==> src/rtl/rf_arb_pkg.sv <==
// Shared defaults and requester IDs for the register-file writeback arbiter.
package rf_arb_pkg;
    localparam int RF_ARB_NREQ = 3;
    localparam int RF_ARB_AW   = 5;
    localparam int RF_ARB_DW   = 32;

    localparam int WB_SRC_PIPE = 0;
    localparam int WB_SRC_LSU  = 1;
    localparam int WB_SRC_MDU  = 2;
endpackage

==> src/rtl/rf_scoreboard.sv <==
// Pending-write scoreboard: one busy bit per architectural register, looked up by decode.
module rf_scoreboard #(
    parameter int AW = 5
)(
    input  logic          clk,
    input  logic          reset,
    input  logic          iss_valid,
    input  logic [AW-1:0] iss_addr,
    input  logic          flush,
    input  logic          clr0_en,
    input  logic [AW-1:0] clr0_addr,
    input  logic          clr1_en,
    input  logic [AW-1:0] clr1_addr,
    input  logic [AW-1:0] raddr1,
    input  logic [AW-1:0] raddr2,
    output logic          rs1_busy,
    output logic          rs2_busy
);
    localparam int NREG = 2 ** AW;

    logic [NREG-1:0] busy, busy_nxt;

    // Clears are applied before the issue set so a same-edge set of the same register wins.
    always_comb begin
        busy_nxt = flush ? '0 : busy;
        if (clr0_en) busy_nxt[clr0_addr] = 1'b0;
        if (clr1_en) busy_nxt[clr1_addr] = 1'b0;
        if (iss_valid && (iss_addr != '0)) busy_nxt[iss_addr] = 1'b1;
    end

    always_ff @(posedge clk or posedge reset) begin
        if (reset) busy <= '0;
        else       busy <= busy_nxt;
    end

    assign rs1_busy = (raddr1 != '0) && busy[raddr1];
    assign rs2_busy = (raddr2 != '0) && busy[raddr2];
endmodule

==> src/rtl/rf_wb_arbiter.sv <==
// Two-path register-file writeback arbiter with registered output stage and RAW scoreboard.
// Optional RF_ARB_PERF_EN adds saturating conflict / dual-grant counters.
module rf_wb_arbiter
    import rf_arb_pkg::*;
#(
    parameter int NREQ = RF_ARB_NREQ,
    parameter int AW   = RF_ARB_AW,
    parameter int DW   = RF_ARB_DW
)(
    input  logic            clk,
    input  logic            reset,
    input  logic [NREQ-1:0] wb_valid,
    output logic [NREQ-1:0] wb_ready,
    input  logic [NREQ*AW-1:0] wb_addr,
    input  logic [NREQ*DW-1:0] wb_data,
    output logic            rf_we,
    output logic [AW-1:0]   rf_waddr,
    output logic [DW-1:0]   rf_wdata,
    output logic            rf_rdt_req,
    output logic [AW-1:0]   rf_rdt_addr,
    output logic [DW-1:0]   rf_rdt_data,
    input  logic            iss_valid,
    input  logic [AW-1:0]   iss_addr,
    input  logic            flush,
    input  logic [AW-1:0]   raddr1,
    input  logic [AW-1:0]   raddr2,
    output logic            rs1_busy,
    output logic            rs2_busy
`ifdef RF_ARB_PERF_EN
    ,
    output logic [31:0]     perf_conflict,
    output logic [31:0]     perf_dual
`endif
);
    localparam int PW = $clog2(NREQ);

    logic [AW-1:0] addr_a [NREQ];
    logic [DW-1:0] data_a [NREQ];

    for (genvar g = 0; g < NREQ; g++) begin : g_unpack
        assign addr_a[g] = wb_addr[g*AW +: AW];
        assign data_a[g] = wb_data[g*DW +: DW];
    end

    logic [PW-1:0] rr_ptr, rr_ptr_nxt;
    logic [PW-1:0] prim_idx, sec_idx, cand, last_idx;
    logic [PW:0]   pos;
    logic          prim_vld, sec_vld, sec_seen, last_vld;

    // Walk the round-robin ring once from rr_ptr. The first valid entry after the
    // primary is the only secondary candidate; an address clash drops it for this cycle.
    always_comb begin
        prim_vld = wb_valid[WB_SRC_PIPE];
        prim_idx = '0;
        sec_vld  = 1'b0;
        sec_idx  = '0;
        sec_seen = 1'b0;
        pos      = '0;
        cand     = '0;
        for (int k = 0; k < NREQ-1; k++) begin
            pos = {1'b0, rr_ptr} + (PW+1)'(k);
            if (pos > (PW+1)'(NREQ-1)) pos = pos - (PW+1)'(NREQ-1);
            cand = pos[PW-1:0];
            if (wb_valid[cand]) begin
                if (!prim_vld) begin
                    prim_vld = 1'b1;
                    prim_idx = cand;
                end else if (!sec_seen) begin
                    sec_seen = 1'b1;
                    if (addr_a[cand] != addr_a[prim_idx]) begin
                        sec_vld = 1'b1;
                        sec_idx = cand;
                    end
                end
            end
        end
    end

    always_comb begin
        wb_ready = '0;
        if (!reset) begin
            if (prim_vld) wb_ready[prim_idx] = 1'b1;
            if (sec_vld)  wb_ready[sec_idx]  = 1'b1;
        end
    end

    always_comb begin
        last_vld   = 1'b0;
        last_idx   = prim_idx;
        rr_ptr_nxt = rr_ptr;
        if (sec_vld) begin
            last_vld = 1'b1;
            last_idx = sec_idx;
        end else if (prim_vld && (prim_idx != '0)) begin
            last_vld = 1'b1;
        end
        if (last_vld)
            rr_ptr_nxt = (last_idx == PW'(NREQ-1)) ? PW'(1) : last_idx + PW'(1);
    end

    always_ff @(posedge clk or posedge reset) begin
        if (reset) begin
            rr_ptr      <= PW'(1);
            rf_we       <= 1'b0;
            rf_waddr    <= '0;
            rf_wdata    <= '0;
            rf_rdt_req  <= 1'b0;
            rf_rdt_addr <= '0;
            rf_rdt_data <= '0;
        end else begin
            rr_ptr     <= rr_ptr_nxt;
            rf_we      <= prim_vld && (addr_a[prim_idx] != '0);
            rf_rdt_req <= sec_vld && (addr_a[sec_idx] != '0);
            if (prim_vld) begin
                rf_waddr <= addr_a[prim_idx];
                rf_wdata <= data_a[prim_idx];
            end
            if (sec_vld) begin
                rf_rdt_addr <= addr_a[sec_idx];
                rf_rdt_data <= data_a[sec_idx];
            end
        end
    end

    // Busy bits drop when the output stage drains, i.e. once the regfile holds the data.
    rf_scoreboard #(.AW(AW)) u_scoreboard (
        .clk       (clk),
        .reset     (reset),
        .iss_valid (iss_valid),
        .iss_addr  (iss_addr),
        .flush     (flush),
        .clr0_en   (rf_we),
        .clr0_addr (rf_waddr),
        .clr1_en   (rf_rdt_req),
        .clr1_addr (rf_rdt_addr),
        .raddr1    (raddr1),
        .raddr2    (raddr2),
        .rs1_busy  (rs1_busy),
        .rs2_busy  (rs2_busy)
    );

`ifdef RF_ARB_PERF_EN
    logic denied;
    assign denied = |(wb_valid & ~wb_ready);

    always_ff @(posedge clk or posedge reset) begin
        if (reset) begin
            perf_conflict <= '0;
            perf_dual     <= '0;
        end else begin
            if (denied && (perf_conflict != '1))         perf_conflict <= perf_conflict + 32'd1;
            if (prim_vld && sec_vld && (perf_dual != '1)) perf_dual     <= perf_dual + 32'd1;
        end
    end
`endif
endmodule

==> config.mk <==
export PLATFORM = sky130hd
export DESIGN_NAME = rf_wb_arbiter
export DESIGN_NICKNAME = d
export VERILOG_FILES = /design/src/rtl/rf_arb_pkg.sv /design/src/rtl/rf_scoreboard.sv /design/src/rtl/rf_wb_arbiter.sv
export SDC_FILE = /design/constraint.sdc
export NUM_CORES = 1
export LEC_CHECK = 0
export ABC_AREA = 1
export CAP_MARGIN = 30
export CORE_AREA = 2 2 136 138
export CTS_CLUSTER_DIAMETER = 100
export DETAILED_ROUTE_END_ITERATION = 7
export DIE_AREA = 0 0 138 140
export MAX_ROUTING_LAYER = met4
export PLACE_DENSITY = 0.76
export SLEW_MARGIN = 20
export SYNTH_ARGS = -nofsm -noshare
export SYNTH_HDL_FRONTEND = slang
export SYNTH_HIERARCHICAL = 1
export SYNTH_SLANG_ARGS = --single-unit
==> constraint.sdc <==
create_clock -name clk -period 4.4 [get_ports clk]
set_clock_uncertainty 0.1 [all_clocks]
set_input_delay 0.88 -clock clk [delete_from_list [all_inputs] [get_ports clk]]
set_output_delay 0.88 -clock clk [all_outputs]
set_load 0.03 [all_outputs]
==> impl_metrics.tcl, run 1 <==
set metrics [dict create \
    synth.area.mux_share_pct 0 \
    min_path_cells 2 \
    period_needed_ns 3.96 \
    placementRows 49 \
    reg2reg_to "rf_rdt_req$_DFF_PP0_" \
    power.density_nw_per_um2 616 \
    rsz0062_at_grt "false" \
    seq_area_frac_synth_pct 39.5 \
    drtIter0Drc 600 \
    wl_um 23900 \
    drive_gt1_share_pct 5.65 \
    synth-compound-area-share_pct 16.7 \
    synth_seq_cells 110 \
    via_count 7601 \
    dr.pass1.iters 5 \
    yosysWarnings 6 \
    use_met3_pct 5.74 \
    worst_slew_pin_slew_ns 0.754 \
    antenna_found_initial 0 \
    drtAntennaViolNets 0 \
    io_buffers 213 \
    fmax_mhz 253 \
    finalSetupViolCount 0 \
    overflow 0 \
    ys_async_sr_fraction_pct 100 \
    cts_root_buffer "clkbuf_16" \
    nNetsFinal 1314 \
    busiest_layer "met2" \
    regToRegSetupSlack_ns 1.31 \
    worst_path_max_delay_cell "clkdlybuf4s50_1" \
    intPower_mw 2.99 \
    arrival_ns 2.98 \
    cp-start-kind "input pin" \
    antenna_cells 0 \
    grt_max_degree 40 \
    synth_top_area_share_pct 39.1 \
    path_delay_family "simple AND/OR/NAND/NOR gates" \
    clock_sinks 110 \
    grt_pass1_wl_um 38200 \
    power_frac_comb_pct 57.2 \
    finalSetupTns_ns 0 \
    p_seq_share_pct 28.9 \
    crit_cells 14 \
    place.detailed.hpwl_um 18000 \
    worstRegToRegCells 17 \
    path_class "in2out" \
    via_per_inst 5.37 \
    hold_viol 0 \
    synth_top_family_by_area "simple AND/OR/NAND/NOR gates" \
    cts_tree "done" \
    synth_edf_count 0 \
    min_period_over_period_pct 90.0 \
    htreeDepth 3 \
    cts_resized 0 \
    synth.avg_cell_area_um2 7.09 \
    ys.flop_type "dfrtp_1" \
    final_cells 1415 \
    grt_usage_pct 25.1 \
    use_met2_pct 42.1 \
    clock_latency_ns 0.35 \
    rr_startpoint "rr_ptr[0]$_DFFE_PP1P_" \
    report.final.slew_viol_count 0 \
    synthAdderAreaFrac_pct 0 \
    clock_path_buffers 2 \
    required_ns 3.42 \
    holdPathEnd "rf_wdata[22]$_DFFE_PP0N_" \
    syn_to_final_growth_pct 36.4 \
    dieArea_um2 19300 \
    met1_usage_pct 29.7 \
    synthXorXnorAreaFrac_pct 1.13 \
    io-pin-count 214 \
    syn_nets 1116 \
    leakage_nw 4.31 \
    gp_congestion 0.972 \
    coreArea_um2 17800 \
    p_clk_share_pct 13.9 \
    status "complete, no violations" \
    finish.utilization_pct 53.5 \
    synth-simple-area-share_pct 32.0 \
    synth.area.top_cells "dfrtp_1 39%, nand2_1 18%, nand3_1 8.3%" \
    ir_drop_v 0.000409 \
    cts_buffers 9 \
    grt_pass1_vias 7361 \
    critical_path.max_stage_delay_ns 0.54 \
    wire_per_inst_um 16.9 \
    max-slew-margin-rel_pct 49.7 \
    post_cts_buffers 0 \
    path_cells "clkdlybuf4s50_1 -> nand3_4 -> inv_2 -> nand2_1 -> nand3_1 -> nand3b_1 -> nand2_1 -> nand2_2 -> nor2_1 -> nor2_1 -> nor2_1 -> nand2_1 -> a21oi_1 -> buf_4" \
    post-place-cells 1399 \
    swShare_pct 48.9 \
    syn_area_um2 6970 \
    clkTransAtPathRegs_ns 0.08 \
    drt_drc_violations_left 0 \
    cp_max_fo 15 \
    initial_core_util_pct 39.2 \
    synth_cells 983 \
    drv_cap 0 \
    synth_cell_types 45 \
    hold_path.class "reg2reg" \
    die_x_um 138 \
    endpoint_kind "output port" \
    synth.largest_area_cell "dfrtp_1" \
    ctsHoldBuffers 0 \
    die_h_um 140 \
    crit_buf_inv 3 \
    p_switching_mw 2.86 \
    min_from "rf_wdata[22]$_DFFE_PP0N_" \
]
## state kept, by name, indices dropped and copies added (netlist names)
name,flops
u_scoreboard/busy,32
rf_wdata,32
rf_waddr,5
rr_ptr,2
rf_rdt_addr,5
rf_we,1
rf_rdt_req,1
rf_rdt_data,32
## worst min-delay path: cells and delay by family, from the launching register on
kind	cells	cell delay, ns
flip-flops	1	0.35
AO/OA/AOI/OAI	1	0.06
AND/OR/NAND/NOR	1	0.05
## cell families after synthesis
family                 Yosys count
XOR/XNOR                         9
flip-flops                     110
AND/OR/NAND/NOR                520
buffers and inverters          162
AO/OA/AOI/OAI                  182
## power by group through the flow
stage | combinational (mW) | sequential [mW] | clock (mW)
after floorplan | 1.45 | 2.27 | 0
after global placement | 3.31 | 1.70 | 0
after detailed placement | 3.33 | 1.69 | 0
after CTS | 3.34 | 1.69 | 0.826
after global routing | 3.61 | 1.74 | 0.860
final | 3.35 | 1.69 | 0.812
## area by class of cell
cell class	count	area (µm²)
flip-flops and latches	110	2750
clock inverters	7	60.1
fillers	1727	8270
inverters	123	473
clock buffers	9	225
multi-input cells	711	3470
well taps	229	287
repair buffers	226	2240
## Yosys cell counts, types with 3 or more instances
cell type  count
a21oi_1        9
a22oi_1       22
a31oi_1        3
inv_1        109
buf_2         11
inv_2         11
o221ai_1      15
nor2_1        39
nor3_2         3
nand2_1      331
nand3_1      116
o211ai_1       7
xnor2_1        7
dfrtp_1      109
o2111ai_1      5
o21ai_1        5
nand3_2        3
o22ai_1       27
clkbuf_1      12
buf_6         10
a41oi_1        9
buf_4          4
nand2_2        5
o21ai_0       72
nor3_1        12
## metrics by stage
stage | area (µm²) | power (mW) | hold WS (ns) | setup WS (ns)
floorplan | 6970 | 3.72 | 0.371 | 0.760
detailed placement | 9220 | 5.02 | 0.375 | 0.454
CTS | 9510 | 5.86 | 0.403 | 0.452
global placement | 9220 | 5.01 | 0.376 | 0.474
global route | 9510 | 6.21 | 0.422 | 0.264
finish | 9510 | 5.85 | 0.401 | 0.442
## worst max path at each step
| stage | startpoint | endpoint | slack, ns |
|---|---|---|---|
| CTS | wb_valid[1] | wb_ready[2] | 0.45 |
| detailed placement | wb_valid[1] | wb_ready[2] | 0.45 |
| global placement | raddr1[0] | rs1_busy | 0.47 |
| global route | wb_valid[0] | wb_ready[2] | 0.26 |
| finish | wb_valid[1] | wb_ready[2] | 0.44 |
| floorplan | wb_valid[0] | wb_ready[2] | 0.76 |
## per-layer routing
metal  part of all wire (%)  wire (µm)
met5                      0          0
met4                    2.8        661
met3                    8.1       1930
met2                     49      11800
met1                     40       9590
## placed cells by master, fill, tap and decap left out, drive strengths merged, types with 5 or more instances in the layout
cell type        n
o221ai          15
o211ai           7
nand2          337
xnor2            7
inv            127
nor3            15
nand3          121
dfrtp          109
o2111ai          5
nor2            42
a41oi            9
buf             15
o21ai           78
clkdlybuf4s50  211
a22oi           22
a21oi           10
clkbuf           9
o22ai           27
No activity file was read; power rests on OpenSTA's default activity.
==> inputs of run 2 (changes only) <==
--- a/config.mk
+++ b/config.mk
@@ -7,14 +7,13 @@
 export LEC_CHECK = 0
 export ABC_AREA = 1
 export CAP_MARGIN = 30
-export CORE_AREA = 2 2 136 138
+export CORE_AREA = 2 2 135 137
 export CTS_CLUSTER_DIAMETER = 100
 export DETAILED_ROUTE_END_ITERATION = 7
-export DIE_AREA = 0 0 138 140
+export DIE_AREA = 0 0 137 139
 export MAX_ROUTING_LAYER = met4
 export PLACE_DENSITY = 0.76
 export SLEW_MARGIN = 20
 export SYNTH_ARGS = -nofsm -noshare
 export SYNTH_HDL_FRONTEND = slang
-export SYNTH_HIERARCHICAL = 1
 export SYNTH_SLANG_ARGS = --single-unit
==> run 2 against run 1 <==
Cell count down 3.7%. Synthesized cell count down 5.6%. Via count down 1.9%. First-iteration DRC count up 4.3%. Sequential share of layout area down 0.11 points. Total power up 6.9%. Die area down 1.4%. Utilization up 0.57 points. Design area up 0.37%. Largest cell class unchanged.
==> impl_metrics.tcl, run 2 <==
set metrics [dict create \
    status "complete, no violations" \
    syn_to_final_growth_pct 38.4 \
    finalSetupViolCount 0 \
    clock_latency_ns 0.35 \
    drt_drc_violations_left 0 \
    rsz0062_at_grt "false" \
    placementRows 49 \
    synth.most_common_cell "nand2_1" \
    grt_usage_pct 26.1 \
    synth.largest_area_cell "dfrtp_1" \
    ctsHoldBuffers 0 \
    netlist_top_cells_count "260 x nand2_1, 109 x dfrtp_1, 88 x o21ai_0, 83 x inv_1, 77 x nand3_1" \
    path_delay_family "buffers and inverters" \
    synth_edf_count 0 \
    nNetsFinal 1262 \
    drv_cap 0 \
    cp_max_fo 15 \
    synth.avg_cell_area_um2 7.43 \
    syn_nets 1061 \
    fin_area_um2 9540 \
    arrival_ns 3.17 \
    busiest_layer "met2" \
    cp-start-kind "input pin" \
    synth_seq_cells 110 \
    min_period_over_period_pct 94.3 \
    yosysWarnings 0 \
    place.detailed.hpwl_um 18100 \
    clock_path_buffers 2 \
    finish.utilization_pct 54.0 \
    wl_um 24400 \
    clkTransAtPathRegs_ns 0.07 \
    report.final.slew_viol_count 0 \
    ys_async_sr_fraction_pct 100 \
    synth_top_area_share_pct 39.6 \
    path_class "in2out" \
    htreeDepth 3 \
    min_path_cells 2 \
    required_ns 3.42 \
    drive_gt1_share_pct 8.20 \
    cts_resized 0 \
    met1_usage_pct 32.3 \
    drtIter0Drc 626 \
    via_per_inst 5.47 \
    ir_drop_v 0.000466 \
    grt_pass1_wl_um 37500 \
    antenna_cells 0 \
    largestRegisters "rf_rdt_data (32), rf_wdata (32), u_scoreboard.busy (32)" \
    leakage_nw 4.16 \
    coreArea_um2 17700 \
    path_cells "clkdlybuf4s50_1 -> o21ai_0 -> o21ai_0 -> a21oi_1 -> a311oi_1 -> nor2_1 -> a21oi_1 -> clkdlybuf4s50_1" \
    worst_path_max_delay_cell "clkdlybuf4s50_1" \
    synth.area.top_cells "dfrtp_1 40%, nand2_1 14%, o21ai_0 6.4%" \
    finalSetupTns_ns 0 \
    wire_per_inst_um 17.9 \
    critical_path.max_stage_delay_ns 0.77 \
    drtAntennaViolNets 0 \
    hold_path.class "reg2reg" \
    die_x_um 137 \
    fmax_mhz 241 \
    layout_commonest_cell "nand2_1" \
    ys.flop_type "dfrtp_1" \
    power.density_nw_per_um2 656 \
    power_mw 6.26 \
    most-common-layout-cells "260 x nand2_1, 211 x clkdlybuf4s50_1, 109 x dfrtp_1" \
    overflow 0 \
    seq_area_frac_synth_pct 39.9 \
    gp_congestion 0.970 \
    io-pin-count 214 \
    hold_viol 0 \
    dr.pass1.iters 5 \
    synth_cells 928 \
    crit_buf_inv 2 \
    endpoint_kind "output port" \
    io_buffers 213 \
    syn_area_um2 6900 \
    use_met3_pct 6.47 \
    die_h_um 139 \
    via_count 7457 \
    clock_sinks 110 \
    dieArea_um2 19000 \
    initial_core_util_pct 39.1 \
    post_cts_buffers 0 \
    use_met2_pct 42.0 \
    grt_max_degree 65 \
    period_needed_ns 4.15 \
    crit_cells 8 \
    cts_tree "done" \
    cts_buffers 9 \
    max-slew-margin-rel_pct 36.8 \
    antenna_found_initial 0 \
    synth_cell_types 43 \
    worst_slew_pin_slew_ns 0.940 \
    place_area_um2 9210 \
    grt_pass1_vias 7233 \
    cts_root_buffer "clkbuf_16" \
    worstRegToRegCells 16 \
]
run 2: changes by cell type after synthesis, moves of 5 or more:
cell,delta
nand2_1,-71
a21oi_1,+44
nand3_1,-39
inv_1,-26
o211ai_1,+22
o22ai_1,-20
o21ai_0,+16
nand2_2,+13
nand3_2,+12
nor3_1,+11
clkbuf_1,+8
xnor2_1,-7
inv_2,-5
run 2: layout make-up:
type,instances,area (µm²)
clock inverter,5,65.1
clock buffer,11,253
tap,229,287
timing repair buffer,229,2260
inverter,92,360
multi-input combinational,687,3560
sequential,110,2750
fill,1694,8110
run 2: path summary, 6_finish.rpt:
check,from,end,slack [ns]
max in group asynchronous,reset,u_scoreboard.busy[10]$_DFF_PP0_,2.43
min in group asynchronous,reset,rf_wdata[17]$_DFFE_PP0N_,1.02
worst max-delay path,raddr2[1],rs2_busy,0.25
worst max register to register,rr_ptr[0]$_DFFE_PP1P_,rf_rdt_req$_DFF_PP0_,0.97
worst min register to register,rf_rdt_data[2]$_DFFE_PP0N_,rf_rdt_data[2]$_DFFE_PP0N_,0.41
worst min-delay path,rf_rdt_data[2]$_DFFE_PP0N_,rf_rdt_data[2]$_DFFE_PP0N_,0.41
run 2: kinds of logic after synthesis:
logic type             share of synthesized area, %
AO/OA/AOI/OAI                                  21.5
AND/OR/NAND/NOR                                29.4
buffers and inverters                          8.49
flip-flops                                     39.9
XOR/XNOR                                      0.635
run 2: per-stage QoR:
stage | std cells | hold slack (ns) | setup slack (ns)
4_1_cts | 1360 | 0.410 | 0.271
5_1_grt | 1363 | 0.420 | 0.0907
3_5_place_dp | 1344 | 0.386 | 0.281
2_1_floorplan | 928 | 0.388 | 0.519
6_report | 1363 | 0.407 | 0.253
3_3_place_gp | 1344 | 0.379 | 0.249
run 2: per-layer routing:
layer	wire, µm	part of all wire (%)	vias to the layer above
met5	0	0	-
met4	554	2.3	0
met3	2240	9.1	42
met2	11600	48	346
met1	10000	41	3496
li1	-	-	3573
run 2: power breakdown:
group	switching [mW]	internal [mW]
logic	2.34	1.33
registers	0.327	1.39
clock network	0.392	0.480
run 2: worst reg2reg max path, stage by stage (launching register included):
cell and delay [ns]:
dfstp_2 0.90, inv_4 0.12, nand2_2 0.11, nand3_1 0.10, nand3_1 0.08, nand2_1 0.07
nand3_2 0.13, nand4_1 0.14, a21oi_1 0.28, nand2_2 0.12, buf_4 0.20, inv_2 0.49
o21ai_0 0.19, nand2_1 0.11, nand2_1 0.06, nor2_1 0.10, nor2_1 0.04
==> inputs of run 3 (changes only) <==
--- a/config.mk
+++ b/config.mk
@@ -7,12 +7,12 @@
 export LEC_CHECK = 0
 export ABC_AREA = 1
 export CAP_MARGIN = 30
-export CORE_AREA = 2 2 135 137
+export CORE_AREA = 2 2 173 107
 export CTS_CLUSTER_DIAMETER = 100
 export DETAILED_ROUTE_END_ITERATION = 7
-export DIE_AREA = 0 0 137 139
+export DIE_AREA = 0 0 175 109
 export MAX_ROUTING_LAYER = met4
-export PLACE_DENSITY = 0.76
+export PLACE_DENSITY = 0.77
 export SLEW_MARGIN = 20
 export SYNTH_ARGS = -nofsm -noshare
 export SYNTH_HDL_FRONTEND = slang
==> run 3 against run 2 <==
Count of clock-buffer cells in the layout decreased by 1. Cell count increased by 0.73%. Total power decreased by 0.32%. Fmax increased by 3.6%. Sequential share of layout area increased by 0.057 points. Sequential power about the same. Non-clock buffer count decreased by 1. Utilization decreased by 0.053 points. Clock power decreased by 8.4%. Via count increased by 1.2%. Global-route usage increased by 1.4 points. Critical path type unchanged. Largest power group unchanged.
==> impl_metrics.tcl, run 3 (synthesized netlist as in run 2, its figures left out) <==
set metrics [dict create \
    path_cells "clkdlybuf4s50_1 -> buf_4 -> o21ai_0 -> o21ai_0 -> o21ai_0 -> nand2_1 -> a31oi_1 -> a32o_1 -> inv_1 -> clkdlybuf4s50_1" \
    critical_path.max_stage_delay_ns 0.65 \
    crit_buf_inv 4 \
    wl_um 25400 \
    finalSetupViolCount 0 \
    hold_path.class "reg2reg" \
    clock_sinks 110 \
    hold_viol 0 \
    period_needed_ns 4.00 \
    cp_max_fo 31 \
    cp-start-kind "input pin" \
    dr.pass1.iters 5 \
    clock_latency_ns 0.34 \
    ff_latch_area_um2 2750 \
    syn_to_final_growth_pct 38.1 \
    largestRegisters "rf_rdt_data (32), rf_wdata (32), u_scoreboard.busy (32)" \
    grt_max_degree 61 \
    crit_cells 10 \
    max-slew-margin-rel_pct 32.9 \
    post_cts_buffers 0 \
    reg2reg_to "rf_rdt_req$_DFF_PP0_" \
    worst_slew_pin_slew_ns 0.999 \
    clkTransAtPathRegs_ns 0.08 \
    coreArea_um2 17600 \
    report.final.slew_viol_count 0 \
    cpMostUsedCell "o21ai_0" \
    antenna_found_initial 0 \
    gp_congestion 1.01 \
    path_class "in2out" \
    ctsHoldBuffers 0 \
    endpoint_kind "output port" \
    layout_commonest_cell "nand2_1" \
    grt_usage_pct 27.5 \
    finalSetupTns_ns 0 \
    nNetsFinal 1261 \
    place.detailed.hpwl_um 19200 \
    drive_gt1_share_pct 8.03 \
    intPower_mw 3.11 \
    power_frac_comb_pct 59.6 \
    rsz0062_at_grt "false" \
    path_delay_family "buffers and inverters" \
    worstRegToRegCells 16 \
    cts_tree "done" \
    leakage_nw 4.16 \
    power.density_nw_per_um2 655 \
    io_buffers 213 \
    clock_path_buffers 2 \
    initial_core_util_pct 39.1 \
    ir_drop_v 0.000351 \
    htreeDepth 3 \
    drt_drc_violations_left 0 \
    worst_path_max_delay_cell "clkdlybuf4s50_1" \
    p_seq_share_pct 27.5 \
    num-fill-cells 1632 \
    regToRegSetupSlack_ns 1.18 \
    wire_per_inst_um 18.5 \
    dieArea_um2 19100 \
    cts_root_buffer "clkbuf_16" \
    antenna_cells 0 \
    most-common-layout-cells "260 x nand2_1, 209 x clkdlybuf4s50_1, 109 x dfrtp_1" \
    drtIter0Drc 717 \
    arrival_ns 3.02 \
    grt_pass1_wl_um 39300 \
    final_cells 1373 \
    crit_start "raddr1[0]" \
    min_period_over_period_pct 91.0 \
    die_h_um 109 \
    swShare_pct 50.1 \
    cts_buffers 9 \
    p_switching_mw 3.12 \
    io-pin-count 214 \
    drv_cap 0 \
    grt_pass1_vias 7091 \
    placementRows 38 \
    post-place-cells 1357 \
    overflow 0 \
    multiInputGateArea_um2 3560 \
    fmax_mhz 250 \
    via_per_inst 5.49 \
    via_count 7543 \
    crit_end "rs1_busy" \
    rr_startpoint "rr_ptr[0]$_DFFE_PP1P_" \
    status "complete, no violations" \
    p_clk_share_pct 12.8 \
    drtAntennaViolNets 0 \
    required_ns 3.42 \
    die_x_um 175 \
]
run 3: tightest hold or removal path, stage by stage, from the launching register on:
cell and delay, ns:
dfrtp_1 0.35, nand2_1 0.06, nand3_2 0.06
run 3: timing repair:
action	4_1_cts	5_1_grt
endpoints found under the setup margin	0	2
resized for setup	0	2
hold endpoints to repair	0	0
run 3: stage by stage:
stage	instance area (µm²)	power, mW	hold WS, ns	utilization, %	setup WS (ns)
4_1_cts	9520	6.24	0.402	54.0	0.140
3_3_place_gp	9220	5.36	0.379	52.3	0.134
2_1_floorplan	6900	4.01	0.388	-	0.519
6_report	9520	6.24	0.400	54.0	0.397
3_5_place_dp	9230	5.42	0.382	52.3	0.163
5_1_grt	9520	6.63	0.428	54.0	0.135
run 3: worst min-delay path by stage:
| stage | start | end | slack (ns) | cells past startpoint |
|---|---|---|---|---|
| final | rf_rdt_data[8]$_DFFE_PP0N_ | rf_rdt_data[8]$_DFFE_PP0N_ | 0.40 | 2 |
| after floorplan | u_scoreboard.busy[16]$_DFF_PP0_ | u_scoreboard.busy[16]$_DFF_PP0_ | 0.39 | 2 |
| after detailed placement | rf_rdt_data[28]$_DFFE_PP0N_ | rf_rdt_data[28]$_DFFE_PP0N_ | 0.38 | 2 |
| after global placement | rf_rdt_data[0]$_DFFE_PP0N_ | rf_rdt_data[0]$_DFFE_PP0N_ | 0.38 | 2 |
| after CTS | rf_rdt_data[28]$_DFFE_PP0N_ | rf_rdt_data[28]$_DFFE_PP0N_ | 0.40 | 2 |
| after global routing | rf_rdt_data[15]$_DFFE_PP0N_ | rf_rdt_data[15]$_DFFE_PP0N_ | 0.43 | 2 |
run 3: power groups by stage:
| stage | clock [mW] | sequential [mW] | combinational [mW] |
|---|---|---|---|
| 2_1_floorplan | 0 | 2.29 | 1.72 |
| 3_3_place_gp | 0 | 1.71 | 3.65 |
| 3_5_place_dp | 0 | 1.71 | 3.71 |
| 4_1_cts | 0.818 | 1.71 | 3.72 |
| 5_1_grt | 0.857 | 1.76 | 4.01 |
| 6_report | 0.799 | 1.72 | 3.72 |
run 3: per-layer routing:
| metal | vias to the layer above | global-route usage [%] | wire length (µm) |
|---|---|---|---|
| met1 | 3534 | 37.4 | 11500 |
| li1 | 3565 | - | - |
| met4 | 0 | 4.70 | 274 |
| met3 | 26 | 10.0 | 3110 |
| met2 | 418 | 39.9 | 10500 |
| met5 | - | - | 0 |
run 3: layout make-up:
class	count	share of cell area (%)
clock buffer	10	2.40
clock inverter	6	0.591
inverter	92	3.78
multi-input combinational	687	37.4
sequential	110	28.9
tap	240	3.15
timing repair buffer	228	23.8
